==> src/rtl/pipe_adder.sv <==
// pipe_adder: pipelined ripple-carry adder/subtractor.
// A WIDTH-bit add is split into STAGES slices of WIDTH/STAGES bits; each
// register stage adds one slice and forwards its carry to the next stage.
// Operand bits not yet consumed and result bits already produced travel with
// the beat, so each stage only stores what later stages still need.
// A single global advance signal stalls every stage when the output is held.
// Optional build macro: PIPE_ADDER_SAT_EN -- when defined, the final stage
// clamps sum to the signed limits on overflow (cout/ovf stay unsaturated).
module pipe_adder #(
    parameter int WIDTH  = 8,
    parameter int STAGES = 2
) (
    input  logic             clk,
    input  logic             rst_n,
    input  logic             in_valid,
    output logic             in_ready,
    input  logic [WIDTH-1:0] a,
    input  logic [WIDTH-1:0] b,
    input  logic             cin,
    input  logic             sub,
    output logic             out_valid,
    input  logic             out_ready,
    output logic [WIDTH-1:0] sum,
    output logic             cout,
    output logic             ovf
);

    localparam int S = WIDTH / STAGES;

    logic w_advance;

    assign w_advance = !out_valid || out_ready;
    assign in_ready  = w_advance;

    for (genvar k = 0; k < STAGES; k++) begin : g_stage
        // operand bits still to be added when this stage sees the beat
        localparam int OW = WIDTH - k * S;

        logic [OW-1:0]      w_a_src;
        logic [OW-1:0]      w_b_src;
        logic               w_c_src;
        logic               w_v_src;
        logic [S:0]         w_slice;
        logic [k*S+S-1:0]   w_sum_new;

        if (k == 0) begin : g_in
            // subtract is a + ~b + 1, so the carry-in is forced to 1
            assign w_a_src   = a;
            assign w_b_src   = sub ? ~b : b;
            assign w_c_src   = sub ? 1'b1 : cin;
            assign w_v_src   = in_valid;
            assign w_sum_new = w_slice[S-1:0];
        end else begin : g_mid
            assign w_a_src   = g_stage[k-1].g_hold.r_a;
            assign w_b_src   = g_stage[k-1].g_hold.r_b;
            assign w_c_src   = g_stage[k-1].g_hold.r_carry;
            assign w_v_src   = g_stage[k-1].g_hold.r_valid;
            assign w_sum_new = {w_slice[S-1:0], g_stage[k-1].g_hold.r_sum};
        end

        assign w_slice = {1'b0, w_a_src[S-1:0]} + {1'b0, w_b_src[S-1:0]}
                       + {{S{1'b0}}, w_c_src};

        if (k < STAGES - 1) begin : g_hold
            logic                r_valid;
            logic [OW-S-1:0]     r_a;
            logic [OW-S-1:0]     r_b;
            logic [(k+1)*S-1:0]  r_sum;
            logic                r_carry;

            // intermediate stage: capture slice result and remaining operands
            always_ff @(posedge clk) begin
                if (!rst_n) begin
                    r_valid <= 1'b0;
                    r_a     <= '0;
                    r_b     <= '0;
                    r_sum   <= '0;
                    r_carry <= 1'b0;
                end else if (w_advance) begin
                    r_valid <= w_v_src;
                    if (w_v_src) begin
                        r_a     <= w_a_src[OW-1:S];
                        r_b     <= w_b_src[OW-1:S];
                        r_sum   <= w_sum_new;
                        r_carry <= w_slice[S];
                    end
                end
            end
        end else begin : g_out
            logic             r_valid;
            logic [WIDTH-1:0] r_sum;
            logic             r_cout;
            logic             r_ovf;
            logic             w_msb_cin;
            logic             w_ovf;
            logic [WIDTH-1:0] w_sum_fin;

            // carry into the MSB is recovered from the MSB sum bit
            assign w_msb_cin = w_a_src[S-1] ^ w_b_src[S-1] ^ w_slice[S-1];
            assign w_ovf     = w_msb_cin ^ w_slice[S];

`ifdef PIPE_ADDER_SAT_EN
            localparam logic [WIDTH-1:0] SAT_MAX = {WIDTH{1'b1}} >> 1;
            localparam logic [WIDTH-1:0] SAT_MIN = ~SAT_MAX;

            // on overflow both operands share a sign, which is the true sign
            assign w_sum_fin = !w_ovf ? w_sum_new
                             : (w_a_src[S-1] ? SAT_MIN : SAT_MAX);
`else
            assign w_sum_fin = w_sum_new;
`endif

            // final stage: registered result held while downstream stalls
            always_ff @(posedge clk) begin
                if (!rst_n) begin
                    r_valid <= 1'b0;
                    r_sum   <= '0;
                    r_cout  <= 1'b0;
                    r_ovf   <= 1'b0;
                end else if (w_advance) begin
                    r_valid <= w_v_src;
                    if (w_v_src) begin
                        r_sum  <= w_sum_fin;
                        r_cout <= w_slice[S];
                        r_ovf  <= w_ovf;
                    end
                end
            end
        end
    end

    assign out_valid = g_stage[STAGES-1].g_out.r_valid;
    assign sum       = g_stage[STAGES-1].g_out.r_sum;
    assign cout      = g_stage[STAGES-1].g_out.r_cout;
    assign ovf       = g_stage[STAGES-1].g_out.r_ovf;

endmodule

==> config.mk <==
export PLATFORM = sky130hd
export DESIGN_NAME = pipe_adder
export DESIGN_NICKNAME = d
export VERILOG_FILES = /design/src/rtl/pipe_adder.sv
export SDC_FILE = /design/constraint.sdc
export NUM_CORES = 1
export LEC_CHECK = 0
export CORE_UTILIZATION = 45
export DETAILED_ROUTE_END_ITERATION = 10
export PLACE_DENSITY = 0.75
export SLEW_MARGIN = 10
export SYNTH_ARGS = -nofsm -noshare
export SYNTH_HDL_FRONTEND = slang
export SYNTH_SLANG_ARGS = --single-unit
==> constraint.sdc <==
create_clock -name clk -period 2.21 [get_ports clk]
set_input_delay 0.221 -clock clk [delete_from_list [all_inputs] [get_ports clk]]
set_output_delay 0.221 -clock clk [all_outputs]
set_load 0.02 [all_outputs]
==> results.yml <==
yosys:
  ys_warn_count: 0
  post-synth-top-count-cell: "nand2_1"
  async_flop_share_pct: 0
  yosysTopAreaCell: "dfxtp_1"
  netlist_top_cells_area: "dfxtp_1 39%, nand2_1 10%, fa_1 6.3%, ha_1 5.9%, o211a_1 5.5%"
  synth.net_count: 169
  ys_types: 31
  synth_top_flop_cell: "dfxtp_1"
  syn_avg_cell_area_um2: 9.35
  synthTopCellsByCount: "34 x nand2_1, 25 x dfxtp_1, 7 x a21boi_0, 7 x o211a_1"
  synth-seq-cells: 25
  ys_seq_area_share_pct: 39.1
  synth_cells: 137
  synth_edf_count: 0
  syn-cell-area_um2: 1280
  synth_top_area_share_pct: 39.1
sta:
  rsz0062_at_grt: "false"
  hold_viol: 0
  finalCritPeriodShare_pct: 91.7
  maxSlewHeadroom_pct: 56.3
  clock.fmax_ghz: 0.493
  finClkSkew_ns: 0.00492
  tightest_slew_ns: 0.655
  finalMaxSlewViolations: 0
  finalSetupViolCount: 0
  post-route-min-period_ns: 2.03
  tns_ns: 0
place:
  portBuffers: 33
  placed_cells: 196
  placed_area_um2: 1630
  gp_congestion: 0.762
  hpwl_um: 1770
floorplanning:
  dieHeight_um: 55.4
  fp-row-count: 18
  core-area_um2: 2590
  start_util_pct: 49.5
  dieArea_um2: 3060
  chipWidth_um: 55.4
  ios: 34
clocking:
  cts_sinks: 25
  cts_hold_buf: 0
  clkSlewWorstSetupHoldPaths_ns: 0.13
  insertion_delay_ns: 0.31
  cts.path.max_buffers: 2
  clock-root-buffer: "clkbuf_4"
  cts_htree_levels: 1
  ctsResizeCount: 0
  cts_buffers: 3
  cts_setup_buffers: 0
  cts_tree: "done"
grt:
  grt_pass1_vias: 899
  grt_pass1_wl_um: 4040
  grt_max_degree: 28
  gr-total-overflow: 0
  antenna_found_initial: 0
  gr-usage-all-layers_pct: 16.4
power:
  p_leak_nw: 0.708
  peakVddDrop_uv: 388
  power_density_nw_per_um2: 563
worst_setup_path:
  startpoint_type: "input port"
  cp.arrival_ns: 2.20
  required_ns: 2.39
  path_class: "input port to flop"
  cp_max_fo: 3
  cp-end-kind: "flop"
finish:
  final_cells: 200
  drive_gt1_share_pct: 6.47
  fin_area_um2: 1660
  antenna_cells: 0
  area_delta_synth_final_pct: 29.5
  num-nets-final: 203
route:
  wl_met3_um: 81
  dr.pass1.iters: 4
  wl_met2_um: 1070
  via_per_inst: 5.06
  top_layer: "met4"
  met1_length_um: 1090
  first_iter_violations: 6
  ant_nets: 0
  wl_per_cell_um: 11.3
  drc_errors: 0
  vias: 1011
  routed_wl_um: 2250
hold_path:
  hold_path.class: "input port to flop"
flow_run:
  max-cap-violations: 0
outcome:
  status: "finished clean"
[area by class of cell]
type / count / area (um2)
inverter: 4 / 20.0
multi-input combinational: 101 / 722
timing repair buffer: 36 / 353
sequential: 25 / 500
clock buffer: 4 / 26.3
tap: 30 / 37.5
fill: 210 / 931
[report_power, final]
part / total, mW / switching (mW) / internal (mW) / leakage (nW)
sequential: 0.503 / 0.0189 / 0.484 / 0.206
combinational: 0.236 / 0.108 / 0.127 / 0.488
clock: 0.196 / 0.126 / 0.0704 / 0.0150
[layout by cell type (no fill, tap or decap), types with 2 or more instances in the layout]
cell and n:
a21boi_1 6, inv_1 3, dfxtp_1 25, o21ai_0 2, a21o_1 3, nand3_1 2
o211a_1 7, buf_4 3, a21oi_1 5, clkbuf_4 3, xnor2_1 6, a21boi_0 7
clkdlybuf4s50_1 33, nand2_1 34, xor2_1 5, fa_1 4, ha_1 6, nand2b_1 2
[through the flow]
| step | setup slack, ns | power [mW] | util [%] | hold WS (ns) |
|---|---|---|---|---|
| 6_report | 0.183 | 0.934 | 64.1 | 0.448 |
| 4_1_cts | 0.187 | 0.944 | 64.1 | 0.438 |
| 3_3_place_gp | -0.127 | 0.742 | 63.0 | 0.444 |
| 5_1_grt | 0.117 | 0.997 | 64.1 | 0.446 |
| 2_1_floorplan | 0.219 | 0.658 | - | 0.356 |
| 3_5_place_dp | -0.152 | 0.750 | 63.0 | 0.445 |
[worst max-delay path, stage by stage]
cell and delay, ns:
clkdlybuf4s50_1 0.46, or2_2 0.33, fa_1 0.40, fa_1 0.41, a21o_1 0.19, a21oi_1 0.13
a21oi_1 0.07
[cells by family after synthesis]
| group | Yosys count | synth area share [%] |
|---|---|---|
| adders and majority gates | 10 | 12.1 |
| xor gates and xnor gates | 11 | 7.52 |
| and+or+nand+nor | 46 | 16.9 |
| buffers and inverters | 11 | 4.59 |
| DFF | 25 | 39.1 |
| AOI/OAI and AO/OA | 34 | 19.8 |
[metal layers]
metal | vias to the layer above | track usage (%)
li1 | 523 | -
met1 | 462 | 21.6
met2 | 24 | 26.9
met3 | 2 | 2.81
met4 | 0 | 6.07
met5 | - | 0
[registers in the layout, summed over array words and instances (netlist names)]
name	count
g_stage.g_hold.r_b	4
g_stage.g_hold.r_valid	1
g_stage.g_hold.r_sum	4
g_stage.g_hold.r_carry	1
ovf	1
cout	1
sum	8
g_stage.g_hold.r_a	4
out_valid	1
[final timing paths]
path	from	end	slack (ns)	cells past startpoint
max	sub	g_stage[0].g_hold.r_carry	0.18	7
min	a[5]	g_stage[0].g_hold.r_a[1]	0.45	3
max reg2reg	g_stage[0].g_hold.r_b[0]	ovf	0.49	7
min reg2reg	g_stage[0].g_hold.r_sum[3]	sum[3]	0.46	2
Note: power is estimated with default switching activity, not from simulation.
